File: config.mk
export PLATFORM = sky130hd
export DESIGN_NAME = input_conditioner
export DESIGN_NICKNAME = d
export VERILOG_FILES = /design/src/rtl/de1_io_pkg.sv /design/src/rtl/debounce_bit.sv /design/src/rtl/input_conditioner.sv
export SDC_FILE = /design/constraint.sdc
export NUM_CORES = 1
export LEC_CHECK = 0
export CORE_ASPECT_RATIO = 1.5
export CORE_UTILIZATION = 58
export CTS_BUF_LIST = sky130_fd_sc_hd__clkbuf_8
export DETAILED_ROUTE_END_ITERATION = 6
export PLACE_DENSITY = 0.84
export SLEW_MARGIN = 30
export SYNTH_ARGS = -nofsm -noshare
export SYNTH_HDL_FRONTEND = slang
export SYNTH_SLANG_ARGS = --single-unit
File: constraint.sdc
create_clock -name clk -period 4.77 [get_ports clk]
set_input_delay 0.954 -clock clk [delete_from_list [all_inputs] [get_ports clk]]
set_output_delay 0.954 -clock clk [all_outputs]
set_load 0.1 [all_outputs]
File: src/rtl/de1_io_pkg.sv
// rtl/de1_io_pkg.sv - shared constants and helpers for the DE1_SoC input front end
package de1_io_pkg;

  localparam int N_SW_DEFAULT  = 10;
  localparam int N_KEY_DEFAULT = 4;
  localparam int DEBOUNCE_SIM  = 4;
  localparam int DEBOUNCE_HW   = 500000;

  // Counter width able to hold 0..cycles without wrapping
  function automatic int debounce_cnt_w(input int cycles);
    return $clog2(cycles + 1);
  endfunction

endpackage

File: src/rtl/debounce_bit.sv
// rtl/debounce_bit.sv - two-flop synchronizer, debounce counter and edge flags for one input bit
module debounce_bit
  import de1_io_pkg::*;
#(
  parameter logic RESET_VAL       = 1'b0,
  parameter int   DEBOUNCE_CYCLES = DEBOUNCE_SIM
) (
  input  logic clk,
  input  logic rst_n,
  input  logic raw,
  output logic clean,
  output logic rise,
  output logic fall
);

  localparam int            CW       = debounce_cnt_w(DEBOUNCE_CYCLES);
  localparam logic [CW-1:0] CNT_LAST = CW'(DEBOUNCE_CYCLES - 1);

  logic          s1;
  logic          s2;
  logic [CW-1:0] cnt;

  // Plain two-flop synchronizer; reset to the idle level so no false edge appears
  always_ff @(posedge clk or negedge rst_n) begin
    if (!rst_n) begin
      s1 <= RESET_VAL;
      s2 <= RESET_VAL;
    end else begin
      s1 <= raw;
      s2 <= s1;
    end
  end

  // Accept a new level only after DEBOUNCE_CYCLES consecutive differing samples;
  // edge flags are set on the same edge as clean so they line up with the new level
  always_ff @(posedge clk or negedge rst_n) begin
    if (!rst_n) begin
      clean <= RESET_VAL;
      cnt   <= '0;
      rise  <= 1'b0;
      fall  <= 1'b0;
    end else begin
      rise <= 1'b0;
      fall <= 1'b0;
      if (s2 == clean) begin
        cnt <= '0;
      end else if (cnt == CNT_LAST) begin
        clean <= s2;
        cnt   <= '0;
        rise  <= s2;
        fall  <= ~s2;
      end else begin
        cnt <= cnt + CW'(1);
      end
    end
  end

endmodule

File: src/rtl/input_conditioner.sv
// rtl/input_conditioner.sv - synchronizes and debounces DE1_SoC switches and pushbuttons
module input_conditioner
  import de1_io_pkg::*;
#(
  parameter int N_SW            = N_SW_DEFAULT,
  parameter int N_KEY           = N_KEY_DEFAULT,
  parameter int DEBOUNCE_CYCLES = DEBOUNCE_HW
) (
  input  logic             clk,
  input  logic             rst_n,
  input  logic [N_SW-1:0]  sw_raw,
  input  logic [N_KEY-1:0] key_raw,
  output logic [N_SW-1:0]  sw_clean,
  output logic             sw_changed,
  output logic [N_KEY-1:0] key_level,
  output logic [N_KEY-1:0] key_press,
  output logic [N_KEY-1:0] key_release
);

  logic [N_SW-1:0]  sw_rise;
  logic [N_SW-1:0]  sw_fall;
  logic [N_KEY-1:0] key_db;

  // Switches idle low
  for (genvar i = 0; i < N_SW; i++) begin : g_sw
    debounce_bit #(
      .RESET_VAL       (1'b0),
      .DEBOUNCE_CYCLES (DEBOUNCE_CYCLES)
    ) u_db (
      .clk   (clk),
      .rst_n (rst_n),
      .raw   (sw_raw[i]),
      .clean (sw_clean[i]),
      .rise  (sw_rise[i]),
      .fall  (sw_fall[i])
    );
  end

  // Keys idle high (active-low buttons): a falling debounced level is a press
  for (genvar i = 0; i < N_KEY; i++) begin : g_key
    debounce_bit #(
      .RESET_VAL       (1'b1),
      .DEBOUNCE_CYCLES (DEBOUNCE_CYCLES)
    ) u_db (
      .clk   (clk),
      .rst_n (rst_n),
      .raw   (key_raw[i]),
      .clean (key_db[i]),
      .rise  (key_release[i]),
      .fall  (key_press[i])
    );
  end

  // Inversion of a flop output only, so key_level stays glitch-free and reads 0 in reset
  assign key_level  = ~key_db;
  assign sw_changed = |(sw_rise | sw_fall);

endmodule
[Word-level counts from Yosys, hierarchy flattened]
Index checks and enable logic that the tools add are counted.
Word-level totals
  bits in registers: 336
  input bits: 16
Cells by class
  add/subtract/negate cells: 14
  equality and inequality tests: 28
  muxes and demuxes: 84
  bitwise operators: 30
  reductions and logical operators: 15
Operators by type and width (count)
  two-way mux 19 bit: 28
  adder 19 x 1 -> 19 bit (second input constant): 14
  == test 19 bit (second input constant): 14
  two-way mux 1 bit: 56
  NOT 1 bit: 28
  AND reduction 2 bit: 14
  == test 1 bit: 14
  OR 10 bit: 1
  OR reduction 10 bit: 1
  NOT 4 bit: 1

[Logic depth before layout (Yosys ltp)]
Gate-level depths: netlist of the first run.
  depth after elaboration: 3
  gate-level depth with buffers: 7
  depth with buffers taken out: 5

[Hierarchy]
From an unflattened synthesis of the first run, not the netlist that was laid out.
Second synthesis, totals
  cells, all modules: 1574
  area total of the unflattened synthesis: 16198.0 um2
By module, submodules not included
  debounce_bit (g_sw[0].u_db ...): times used 9, cells each 112, area each 1151.1 um2
  debounce_bit (g_key[0].u_db ...): times used 4, cells each 112, area each 1154.9 um2
  debounce_bit (g_sw[2].u_db): times used 1, cells each 107, area each 1161.1 um2
  input_conditioner: times used 1, cells each 11, area each 57.6 um2

[Least setup slack after synthesis of the first run]
Ideal clock, no wire load.
  kind: reg2out
  start point: register g_sw[7].u_db.rise
  end point: output sw_changed
  arrival time: 1463 ps
  required time: 3816 ps
  slack: 2353 ps
  cell stages (with the launch flop): 4
  buffers on the path: 0
  cells stage by stage: dfrtp_1 nor4_1 and3_1 nand3_1
Between the ends
  word-level cells in the longest chain between the ends: 2
Ends and longest elaborated chain
  start, declared: RTL line debounce_bit.sv:12  | output logic rise,
  start signal, assigned: RTL line debounce_bit.sv:40  | rise <= 1'b0;
  start signal, assigned: RTL line debounce_bit.sv:43  | rise <= 1'b0;
  start signal, assigned: RTL line debounce_bit.sv:50  | rise <= s2;
  OR 10 bit: RTL line input_conditioner.sv:56  | assign sw_changed = |(sw_rise | sw_fall);
  OR reduction 10 bit: RTL line input_conditioner.sv:56
  end, declared: RTL line input_conditioner.sv:14  | output logic sw_changed,
No other way between the ends.

[Worst setup path in the final report of the first run]
  start point: register g_sw[5].u_db.rise
  end point: output sw_changed
Between the ends
  word-level cells in the longest chain between the ends: 2
Ends and longest elaborated chain (RTL line)
  start, declared: debounce_bit.sv:12
  start signal, assigned: debounce_bit.sv:40
  start signal, assigned: debounce_bit.sv:43
  start signal, assigned: debounce_bit.sv:50
  OR 10 bit: input_conditioner.sv:56
  OR reduction 10 bit: input_conditioner.sv:56
No other way between the ends.

==> flow_metrics.env, run 1 <==
export IMPL_pwr_density_cell_mw_per_mm2=342
export IMPL_synth_area_per_cell_sq_um=10.3
export IMPL_worstReg2RegStart="g_sw[5].u_db.cnt[12]$_DFF_PN0_"
export IMPL_wl_per_cell_um=15.6
export IMPL_p_clk_frac=0.487
export IMPL_portBuffers=38
export IMPL_worstSetupStartpointType="flip-flop"
export IMPL_vias=11800
export IMPL_num_io_pins=39
export IMPL_use_met2=0.416
export IMPL_grt_most_used_layer="met2"
export IMPL_cp_cell_sequence="nor4_1, and3_1, nand3_1, clkdlybuf4s50_1"
export IMPL_rr_endpoint="g_sw[5].u_db.cnt[8]$_DFF_PN0_"
export IMPL_synthTopCellsByArea="dfrtp_1, xnor2_1, nor2_1, xor2_1, nand3_1"
export IMPL_path_class="reg2out"
export IMPL_worst_pin_slew_ns=1.01
export IMPL_gr_usage_met1=0.278
export IMPL_period_needed_ns=3.53
export IMPL_peakVddDrop_mv=0.282
export IMPL_cts_repair_resized=0
export IMPL_cts_htree_levels=2
export IMPL_synth_seq_cells=336
export IMPL_clock_latency_ns=0.60
export IMPL_pwr_share_comb=0.029
export IMPL_grt_pass1_wl_mm=53.0
export IMPL_die_w_um=136
export IMPL_grt_met3_usage=0.0400
export IMPL_grt_use_total=0.233
export IMPL_drc=0
export IMPL_core_area_sq_mm=0.0266
export IMPL_drt_first_pass_iters=5
export IMPL_drv_slew=0
export IMPL_synth_fp_nets=1557
export IMPL_placed_area_sq_mm=0.0164
export IMPL_synth_largest_area_cell="dfrtp_1"
export IMPL_synth_common_cells="dfrtp_1, nor2_1, xnor2_1"
export IMPL_synth_edf_count=0
export IMPL_cts_root_buffer="clkbuf_8"
export IMPL_overflow=0
export IMPL_fin_setup_tns_ns=0
export IMPL_ff2ff_setup_slack_ns=2.40
export IMPL_synth_top_family_by_area="simple AND/OR/NAND/NOR gates"
export IMPL_cts_reportedPaths_clkPinSlew_ns=0.07
export IMPL_cp_arrival_ns=2.58
export IMPL_rsz0062_at_grt="no"
export IMPL_synth_simple_area_share=0.260
export IMPL_synth_most_common_cell="dfrtp_1"
export IMPL_setup_viol=0
export IMPL_tritoncts="built"
export IMPL_clock_skew_ns=0.0242
export IMPL_final_area_sq_mm=0.0178
export IMPL_drt_initial_drc_count=576
export IMPL_cp_end_kind="primary output"
export IMPL_hold_viol=0
export IMPL_synth_mux_area_frac=0.0103
export IMPL_critPathSlowestCell="clkdlybuf4s50_1"
export IMPL_hold_path_class="in2async"
export IMPL_p_seq_frac=0.484
export IMPL_path_max_fanout=1
export IMPL_nets=1612
export IMPL_ant_nets=0
export IMPL_synth_adder_area_share=0.0111
export IMPL_drt_total_wl_mm=30.6
export IMPL_synth_cell_type_count=45
export IMPL_async_flop_share=1.00
export IMPL_status="finished, final reports clean"
export IMPL_swShare=0.213
export IMPL_hpwlAfterDp_mm=20.6
export IMPL_r2r_cells=4
export IMPL_drive_gt1_frac=0.0974
export IMPL_critPathRequiredTime_ns=3.82
export IMPL_synth_compound_area_frac=0.0537
export IMPL_antenna_found_initial=0
export IMPL_syn_cell_area_sq_mm=0.0157
export IMPL_finalWeightedCongestion=0.846
export IMPL_relSlewSlack=0.326
export IMPL_n_antenna_cell=0
export IMPL_row_count=73
export IMPL_start_util=0.591
export IMPL_fillerInstances=1992
export IMPL_post_cts_setup_buffers=0
export IMPL_grt_max_degree=123
export IMPL_fin_crit_sh=0.740
export IMPL_synthXorXnorAreaFrac=0.106
export IMPL_dieArea_sq_mm=0.0278
export IMPL_vias_per_cell=6.00
export IMPL_hold_buffers=0
export IMPL_clock_sink_count=336
export IMPL_syn_inst=1527
export IMPL_max_freq_ghz=0.283
export IMPL_grt_pass1_vias=11700
export IMPL_synth_warnings=0
export IMPL_synth_flop_cell="dfrtp_1"
export IMPL_p_int_w=0.00477
export IMPL_numCtsBuffers=49
export IMPL_die_h_um=204
export IMPL_syn2layout_area_growth_pct=13.0
export IMPL_cap_violations=0
export IMPL_leakagePower_nw=7.07
export IMPL_yosysTopAreaCellShare=0.516
export IMPL_max_stage_delay_ns=0.98
export IMPL_net_switching_power_w=0.00130
export IMPL_clock_path_buffers=3
export IMPL_yosysSeqAreaShare=0.536
[cell usage in the layout, fill, tap and decap left out, types with 6 or more instances in the layout]
| master | synthesis | final |
|---|---|---|
| a21oi_1 | 61 | 61 |
| and2_1 | 16 | 16 |
| and3_1 | 33 | 33 |
| and4_1 | 11 | 11 |
| bufinv_16 | 0 | 11 |
| clkbuf_8 | 0 | 65 |
| clkdlybuf4s50_1 | 0 | 36 |
| clkinv_2 | 0 | 7 |
| dfrtp_1 | 324 | 324 |
| dfstp_2 | 12 | 12 |
| ha_1 | 14 | 14 |
| inv_1 | 31 | 38 |
| mux2_2 | 13 | 13 |
| nand2_1 | 87 | 87 |
| nand3_1 | 90 | 90 |
| nand3b_1 | 12 | 12 |
| nand4_1 | 70 | 70 |
| nor2_1 | 206 | 206 |
| nor3_1 | 40 | 40 |
| nor3b_1 | 29 | 29 |
| nor4_1 | 51 | 51 |
| nor4b_1 | 10 | 10 |
| o21ai_0 | 29 | 29 |
| o31ai_1 | 22 | 22 |
| o31ai_4 | 0 | 6 |
| o41ai_1 | 8 | 8 |
| or2_2 | 9 | 9 |
| or3_1 | 43 | 43 |
| or4_1 | 37 | 37 |
| or4b_2 | 6 | 6 |
| xnor2_1 | 129 | 129 |
| xor2_1 | 62 | 62 |
[power by group through the flow]
stage / registers, W / logic, W / clock network, W
4_1_cts: 0.00294 / 0.000182 / 0.00301
3_3_place_gp: 0.00298 / 0.000170 / 0
6_report: 0.00294 / 0.000178 / 0.00295
2_1_floorplan: 0.00298 / 0.0000800 / 0
5_1_grt: 0.00294 / 0.000206 / 0.00314
3_5_place_dp: 0.00299 / 0.000180 / 0
[cell families (layout without fill, tap and decap cells)]
| kind of cell | after synthesis | after routing |
|---|---|---|
| AOI/OAI and AO/OA | 136 | 136 |
| xor gates and xnor gates | 191 | 191 |
| adders and majority gates | 14 | 14 |
| buffers and inverters | 73 | 169 |
| DFF | 336 | 336 |
| muxes | 14 | 14 |
| and+or+nand+nor | 763 | 763 |
[per-stage QoR]
step	hold slack [ns]	instances	util	total power [W]	setup WS, ns
final	0.264	1960	0.668	0.00607	1.24
after global placement	0.333	1867	0.616	0.00315	1.87
after detailed placement	0.336	1867	0.619	0.00317	1.85
after floorplan	0.331	1527	-	0.00306	2.35
after global routing	0.283	1960	0.668	0.00628	1.07
after CTS	0.352	1959	0.667	0.00613	1.21
[state kept, by name, indices dropped and copies added, names as in the netlist]
name / flops
g_sw.u_db.clean: 10
g_key.u_db.s2: 4
g_key.u_db.cnt: 76
g_key.u_db.s1: 4
g_key.u_db.clean: 4
g_sw.u_db.fall: 10
g_sw.u_db.rise: 10
g_sw.u_db.s2: 10
g_sw.u_db.s1: 10
g_key.u_db.fall: 4
g_key.u_db.rise: 4
g_sw.u_db.cnt: 190
[routing by layer]
| layer | up-vias | wire length [um] |
|---|---|---|
| met3 | 61 | 1230 |
| met2 | 250 | 16200 |
| met5 | - | 0 |
| met4 | 0 | 771 |
| met1 | 5872 | 12500 |
| li1 | 5568 | - |
[critical path, delay by kind of cell (launching register included)]
| kind | cells | cell delay (ns) |
|---|---|---|
| flip-flops | 1 | 0.36 |
| AND/OR/NAND/NOR | 3 | 0.63 |
| buffers and inverters | 1 | 0.98 |
[area by class of cell]
cell class	count	area, sq um	area share
clock buffers	65	895	0.0504
clock inverters	27	407	0.0229
inverters	31	116	0.00655
multi-input cells	1118	7020	0.395
flip-flops and latches	336	8420	0.474
well taps	337	422	0.0237
repair buffers	46	485	0.0273
[worst max-delay path by stage]
stage | slack (ns) | start | to | cells after the start
after floorplan | 2.35 | g_sw[7].u_db.rise$_DFF_PN0_ | sw_changed | 3
after global placement | 1.87 | g_sw[5].u_db.rise$_DFF_PN0_ | sw_changed | 4
after detailed placement | 1.85 | g_sw[5].u_db.rise$_DFF_PN0_ | sw_changed | 4
after CTS | 1.21 | g_sw[5].u_db.rise$_DFF_PN0_ | sw_changed | 4
after global routing | 1.07 | g_sw[5].u_db.rise$_DFF_PN0_ | sw_changed | 4
final | 1.24 | g_sw[5].u_db.rise$_DFF_PN0_ | sw_changed | 4
(Power assumes the default switching activity.)
==> run 2, diff against run 1 <==
clock period = 3.3 ns   (was 4.77 ns; I/O delays follow)
==> flow_metrics.env, run 2 (synthesis gave the netlist of run 1 again) <==
export IMPL_status="finished, final reports clean"
export IMPL_numCtsBuffers=51
export IMPL_clock_skew_ns=0.0163
export IMPL_critPathTopFamily="buffers and inverters"
export IMPL_die_h_um=204
export IMPL_dieArea_sq_mm=0.0278
export IMPL_leakagePower_nw=7.08
export IMPL_hold_path_class="reg2reg"
export IMPL_p_clk_frac=0.447
export IMPL_hold_viol=0
export IMPL_grt_pass1_vias=11900
export IMPL_start_util=0.591
export IMPL_worst_pin_slew_ns=0.958
export IMPL_cts_reportedPaths_clkPinSlew_ns=0.06
export IMPL_n_antenna_cell=0
export IMPL_placed_area_sq_mm=0.0164
export IMPL_post_cts_setup_buffers=0
export IMPL_vias=11700
export IMPL_cp_num_buf_inv=1
export IMPL_regArea_sq_mm=0.00842
export IMPL_portBuffers=38
export IMPL_clock_latency_ns=0.58
export IMPL_grt_pass1_wl_mm=53.3
export IMPL_peakVddDrop_mv=0.355
export IMPL_rsz0062_at_grt="no"
export IMPL_max_freq_ghz=0.373
export IMPL_row_count=73
export IMPL_net_switching_power_w=0.00180
export IMPL_pwr_density_cell_mw_per_mm2=464
export IMPL_final_cell_mix="dfrtp_1, nor2_1, xnor2_1, nand3_1, nand2_1"
export IMPL_critPathSlowestCell="clkdlybuf4s50_1"
export IMPL_fin_cells=1970
export IMPL_vias_per_cell=5.92
export IMPL_drc=0
export IMPL_worstSetupStartpointType="flip-flop"
export IMPL_max_stage_delay_ns=1.12
export IMPL_final_area_sq_mm=0.0175
export IMPL_overflow=0
export IMPL_critPathRequiredTime_ns=2.64
export IMPL_grt_max_degree=113
export IMPL_clock_sink_count=336
export IMPL_finalWeightedCongestion=0.858
export IMPL_die_w_um=136
export IMPL_largest_register_ffs=190
export IMPL_reg_top3="g_sw.u_db.cnt: 190 flops, g_key.u_db.cnt: 76 flops"
export IMPL_period_needed_ns=2.68
export IMPL_cts_root_buffer="clkbuf_8"
export IMPL_path_class="reg2out"
export IMPL_clock_path_buffers=3
export IMPL_drt_total_wl_mm=30.2
export IMPL_syn2layout_area_growth_pct=11.5
export IMPL_p_int_w=0.00634
export IMPL_fillerInstances=2005
export IMPL_setup_viol=0
export IMPL_cap_violations=0
export IMPL_pwr_share_comb=0.032
export IMPL_cp_arrival_ns=2.02
export IMPL_cts_htree_levels=2
export IMPL_multi_input_area_sq_mm=0.00695
export IMPL_ant_nets=0
export IMPL_cp_cell_sequence="clkdlybuf4s50_1"
export IMPL_num_io_pins=39
export IMPL_drv_slew=0
export IMPL_drive_gt1_frac=0.107
export IMPL_p_seq_frac=0.522
export IMPL_tritoncts="built"
export IMPL_nets=1623
export IMPL_relSlewSlack=0.359
export IMPL_fin_crit_sh=0.812
export IMPL_layout_commonest_cell="dfrtp_1"
export IMPL_top_register="g_sw.u_db.cnt"
export IMPL_hpwlAfterDp_mm=20.5
export IMPL_cp_end_kind="primary output"
export IMPL_path_max_fanout=1
export IMPL_drt_first_pass_iters=6
export IMPL_swShare=0.221
export IMPL_drt_initial_drc_count=675
export IMPL_place_inst=1876
export IMPL_core_area_sq_mm=0.0266
export IMPL_antenna_found_initial=0
export IMPL_grt_use_total=0.232
export IMPL_wl_per_cell_um=15.3
export IMPL_fin_setup_tns_ns=0
==> run 2: cell types whose count changed in the layout (fill, tap and decap cells not counted), sizes merged <==
cell           change
buf               +28
clkdlybuf4s50     -20
bufinv             -8
inv                +8
clkbuf             +3
clkinvlp           -2
dlygate4sd3        +1
==> run 2: layer usage <==
layer | share of wire | track usage | vias up
met4 | 0.022 | 0.0802 | 0
met1 | 0.41 | 0.279 | 5760
met3 | 0.040 | 0.0393 | 69
met2 | 0.53 | 0.414 | 230
li1 | - | - | 5598
met5 | 0 | 0 | -
==> run 2: stage by stage <==
step	utilization	power (W)	worst slack, ns	hold WS, ns
global route	0.659	0.00847	0.555	0.359
detailed placement	0.617	0.00458	0.963	0.336
global placement	0.617	0.00457	1.02	0.333
CTS	0.659	0.00826	0.577	0.349
finish	0.659	0.00814	0.619	0.347
floorplan	-	0.00442	1.18	0.331
==> run 2: what timing repair did <==
| item | in CTS | in global routing |
|---|---|---|
| resized for setup | 0 | 0 |
| hold endpoints to repair | 40 | 0 |
| hold buffers | 1 | 0 |
==> run 2: worst paths after layout <==
| kind | startpoint | end | slack [ns] | cells past startpoint |
|---|---|---|---|---|
| hold / removal | g_sw[9].u_db.s1$_DFF_PN0_ | g_sw[9].u_db.s2$_DFF_PN0_ | 0.35 | 0 |
| setup / recovery | g_key[0].u_db.rise$_DFF_PN0_ | key_release[0] | 0.62 | 1 |
| setup reg to reg | g_sw[5].u_db.cnt[12]$_DFF_PN0_ | g_sw[5].u_db.cnt[10]$_DFF_PN0_ | 0.94 | 4 |
| min in group asynchronous | rst_n | g_sw[0].u_db.cnt[10]$_DFF_PN0_ | 0.56 | 2 |
| hold reg to reg | g_sw[9].u_db.s1$_DFF_PN0_ | g_sw[9].u_db.s2$_DFF_PN0_ | 0.35 | 0 |
| max in group asynchronous | rst_n | g_sw[6].u_db.cnt[3]$_DFF_PN0_ | 1.82 | 3 |
==> run 2: cell type report <==
cell class	count	area share
multi-input combinational	1118	0.396
timing repair buffer	55	0.0286
clock inverter	25	0.0104
sequential	336	0.481
inverter	31	0.00664
clock buffer	68	0.0534
tap	337	0.0241
==> run 2: power by group through the flow <==
| stage | combinational (W) | sequential [W] | clock, W |
|---|---|---|---|
| 6_report | 0.000257 | 0.00425 | 0.00364 |
| 5_1_grt | 0.000298 | 0.00425 | 0.00392 |
| 4_1_cts | 0.000266 | 0.00425 | 0.00375 |
| 3_5_place_dp | 0.000262 | 0.00432 | 0 |
| 3_3_place_gp | 0.000255 | 0.00431 | 0 |
| 2_1_floorplan | 0.000116 | 0.00430 | 0 |
==> edit 1: new RTL, config.mk and constraints of run 2 <==
Register the outputs `sw_changed` and `key_level`; this adds one clock of latency there. The other outputs are not delayed to match.
--- a/src/rtl/input_conditioner.sv
+++ b/src/rtl/input_conditioner.sv
@@ -52,7 +52,9 @@
   end
 
   // Inversion of a flop output only, so key_level stays glitch-free and reads 0 in reset
-  assign key_level  = ~key_db;
-  assign sw_changed = |(sw_rise | sw_fall);
+  always_ff @(posedge clk) begin
+      sw_changed <= |(sw_rise | sw_fall);
+      key_level  <= ~key_db;
+  end
 
 endmodule
Formal check against the unedited RTL: no difference found for any inputs over 4 cycles, from zero or initial values and one cycle with rst_n low; that may be too few to reach the edited logic, so the function may still have changed.
==> edit 1 against run 2 <==
  * Area after synthesis rose by 0.64%
  * Worst setup slack worse by 0.0078 ns
  * Design area increased by 0.54%
  * Via count about the same
  * Critical path depth did not move
  * Total power is 1.0% lower
  * Sequential cell count grew 5
  * Routed wire length fell by 0.83%
  * Sequential share of layout area is 0.31 points higher
  * Critical endpoint is now key_level[2]
  * Largest power group unchanged
  * Highest routed layer unchanged
==> edit 1: results (changes against run 2) <==
[status]
status = complete, no violations

[clocking]
root_buffer = clkbuf_8
cts.clk_slew.worst_paths_ns = 0.07
clkLatencyLatePin_ns = 0.60  ; +0.02 ns
numCtsBuffers = 50  ; -2.0%
ctsResizeCount = 0  ; unchanged
cts_buffer_depth = 3  ; unchanged
post-cts-setup-buffers = 0  ; unchanged
cts-htree-levels = 2  ; unchanged

[critical_path]
cpMaxStageDelayCell = clkdlybuf4s50_1
critPathArrivalTime_ns = 2.03
path_max_fanout = 1  ; unchanged
max_stage_delay_ns = 1.13
crit_family = buffers and inverters

[synth]
netlist_top_cells_count = dfrtp_1 (324), nor2_1 (206), xnor2_1 (129), nand3_1 (90), nand2_1 (87)
ys_top_cells_by_area = dfrtp_1 (51%), xnor2_1 (7.1%), nor2_1 (4.9%)
seq_area_frac_synth_pct = 53.9  ; +0.29 points
async_flop_share_pct = 98.5  ; -1.5 points
synth_fp_nets = 1562  ; +0.32%
ys.flop_type = dfrtp_1
yosys_warnings = 0  ; unchanged
ys_types = 46  ; +2.2%

[sta]
slew_headroom_pct = 35.2  ; -0.75 points
fin_worst_skew_ns = 0.0292  ; +0.0129 ns

[global_routing]
gr-usage-all-layers_pct = 22.5  ; -0.66 points
grt_pass1_vias = 11800  ; -1.1%
grt_pass1_wl_mm = 52.0  ; -2.5%
antenna_found_initial = 1  ; +1
grt_start_max_net_pins = 98  ; -13%

[placement]
dpl.hpwl_mm = 20.9  ; +1.6%
io_buffers = 38  ; unchanged
globalplace.congestion = 0.896  ; +4.4%

[detailed_routing]
totalWireLength_mm = 29.9  ; -0.83%
drtPass1Iterations = 5  ; -1
drt_iter0_drc = 572  ; -15%
avgViaCountPerCell = 5.89  ; -0.54%

[power]
ir_worst_vdd_mv = 0.441  ; +24%
p_leak_nw = 7.13  ; +0.66%

[final_layout]
layout-drive-gt1-share_pct = 11.1  ; +0.41 points
fill_cells = 2020  ; +0.75%
reg_top3 = g_sw.u_db.cnt (190), g_key.u_db.cnt (76)

[hold_path]
hold_path_class = input port to async pin

==> edit 1: changes by cell type after synthesis, sizes merged <==
cell,delta
dfxtp,+5
==> edit 1: metrics by stage <==
stage	instances	instance area, µm²	total power [mW]	worst slack (ns)
after floorplan	1532	15800	4.48	1.20
after global placement	1887	16500	4.63	1.03
after detailed placement	1887	16500	4.65	0.979
after CTS	1981	17600	8.18	0.561
after global routing	1981	17600	8.40	0.555
final	1982	17600	8.06	0.611
==> edit 1: cells by family after synthesis <==
logic type	share of synthesized area, %
flops	53.9
fa+ha+maj	1.11
buf+inv	2.18
compound gates	5.34
mux	1.02
simple gates	25.9
xor+xnor	10.6
==> edit 1: final timing paths <==
check	depth (start not counted)	slack [ns]	endpoint	from
max	1	0.61	key_level[2]	key_level[2]
min	1	0.08	g_sw[0].u_db.cnt[9]	rst_n
max reg2reg	4	0.97	g_sw[5].u_db.cnt[6]	g_sw[5].u_db.cnt[12]
min reg2reg	0	0.35	g_sw[6].u_db.s2	g_sw[6].u_db.s1
max in group asynchronous	2	2.33	g_key[2].u_db.s1	rst_n
min in group clk	0	0.35	g_sw[6].u_db.s2	g_sw[6].u_db.s1
==> edit 1: cell type report <==
cell class,count,area [µm²],share of cell area [%]
repair buffers,60,536,3.04
clock inverters,27,151,0.859
multi-input cells,1118,6950,39.4
inverters,31,116,0.660
flip-flops and latches,341,8520,48.4
clock buffers,67,922,5.23
diodes,1,2.50,0.0142
well taps,337,422,2.39
==> edit 1: power breakdown <==
| part | switching, mW | internal (mW) |
|---|---|---|
| sequential | 0.0612 | 4.24 |
| combinational | 0.174 | 0.0892 |
| clock | 1.59 | 1.90 |
==> edit 1: routing by layer <==
layer / vias to the layer above / track usage, % / wire (µm)
met5: - / 0 / 0
met4: 0 / 8.52 / 799
met3: 64 / 3.72 / 1030
met2: 226 / 41.6 / 16100
met1: 5755 / 25.6 / 12000
li1: 5620 / - / -
==> edit 2: new RTL, flow settings as in run 2 <==
Without the edit above. The parameter `RESET_VAL` goes from 1'b1 to 1'b0.
--- a/src/rtl/input_conditioner.sv
+++ b/src/rtl/input_conditioner.sv
@@ -39,7 +39,7 @@
   // Keys idle high (active-low buttons): a falling debounced level is a press
   for (genvar i = 0; i < N_KEY; i++) begin : g_key
     debounce_bit #(
-      .RESET_VAL       (1'b1),
+      .RESET_VAL       (1'b0),
       .DEBOUNCE_CYCLES (DEBOUNCE_CYCLES)
     ) u_db (
       .clk   (clk),
Behaviour: not the same (a bounded check fails within 4 cycles, from zero or initial values and one cycle with rst_n low).
==> edit 2 against run 2 <==
  * Routed wire length decreased by 0.34%
  * Utilization decreased by 0.24 points
  * Total power decreased by 1.9%
  * Design area decreased by 0.37%
  * Worst setup slack got worse by 0.023 ns
  * Sequential share of layout area increased by 0.093 points
  * Sequential cell count unchanged
  * Worst hold slack got worse by 0.27 ns
  * Area after synthesis about the same
  * Critical path type unchanged
  * Critical endpoint is now key_press[3]
  * Largest cell class unchanged
==> edit 2: results (changes against run 2) <==
[global_routing]
grt_pass1_wl_mm = 52.3  ; -1.9%
gr-usage-all-layers_pct = 22.7  ; -0.45 points
grt_start_max_net_pins = 94  ; -17%

[power]
ir_worst_vdd_mv = 0.380  ; +6.9%
p_leak_nw = 7.06  ; -0.29%

[critical_path]
crit_family = buffers and inverters
startpoint = g_key[3].u_db.fall
critPathArrivalTime_ns = 2.04  ; +0.02 ns
r2r_slack_ns = 0.97  ; +0.03 ns
crit_path_end = key_press[3]

[synth]
seq_area_frac_synth_pct = 53.6  ; about the same
ys_types = 44  ; -2.2%
netlist_top_cells_count = dfrtp_1 (336), nor2_1 (206), xnor2_1 (129), nand3_1 (90), nand2_1 (87)
ys_top_cells_by_area = dfrtp_1 (54%), xnor2_1 (7.2%), nor2_1 (4.9%)

[hold_path]
hold_path_class = input port to async pin

[placement]
globalplace.congestion = 0.913  ; +6.3%
dpl.hpwl_mm = 20.6  ; +0.22%

[sta]
worstMarginPinSlew_ns = 0.957  ; -0.00124 ns
fin_worst_skew_ns = 0.0173  ; +0.00108 ns

[clocking]
holdBufCountCts = 0  ; -1
post-cts-setup-buffers = 0  ; unchanged

[status]
status = complete, no violations

[detailed_routing]
totalWireLength_mm = 30.1  ; -0.34%
drt_iter0_drc = 600  ; -11%
drtPass1Iterations = 5  ; -1

[final_layout]
layout-drive-gt1-share_pct = 10.2  ; -0.54 points
instances_no_fill = 1968  ; -0.10%

-- edit 2: cell count changes after synthesis, sizes merged --
cell	before	now
dfrtp	324	336
dfstp	12	0
-- edit 2: layer usage --
metal / global-route usage [%] / share of wire (%) / vias to the layer above
li1: - / - / 5602
met1: 26.4 / 41 / 5771
met2: 41.0 / 52 / 251
met3: 4.28 / 4.3 / 58
met4: 8.41 / 2.3 / 0
met5: 0 / 0 / -
-- edit 2: logic make-up after synthesis --
family          share of synthesized area, %
compound gates                          5.38
xor+xnor                                10.7
buf+inv                                 2.20
fa+ha+maj                               1.12
flops                                   53.6
mux                                     1.03
simple gates                            26.1
-- edit 2: where the power goes --
group	leakage [nW]	switching [mW]	internal, mW
registers	4.60	0.0596	4.18
clock network	0.584	1.60	1.88
logic	1.88	0.175	0.0881
-- edit 2: how the worst min path moves through the flow --
stage,slack (ns),cells past startpoint,endpoint
floorplan,0.33,0,g_key[0].u_db.s2
global placement,0.33,0,g_sw[7].u_db.s2
detailed placement,0.34,0,g_sw[5].u_db.s2
CTS,0.09,1,g_sw[3].u_db.cnt[17]
global route,0.13,1,g_sw[0].u_db.cnt[11]
finish,0.07,1,g_sw[3].u_db.cnt[17]
-- edit 2: through the flow --
stage               utilization (%)  power, mW  setup slack, ns  cell area, µm²
global placement               61.7       4.57             1.03           16400
finish                         65.7       7.99            0.596           17500
CTS                            65.7       8.10            0.549           17500
floorplan                         -       4.41             1.18           15700
detailed placement             61.7       4.58            0.927           16400
global route                   65.7       8.31            0.518           17500
-- edit 2: cell type report --
class                   instances  area (µm²)
clock buffers                  63         867
clock inverters                27         183
fillers                      1989        9120
inverters                      31         116
multi-input cells            1118        6950
flip-flops and latches        336        8410
well taps                     337         422
repair buffers                 56         518
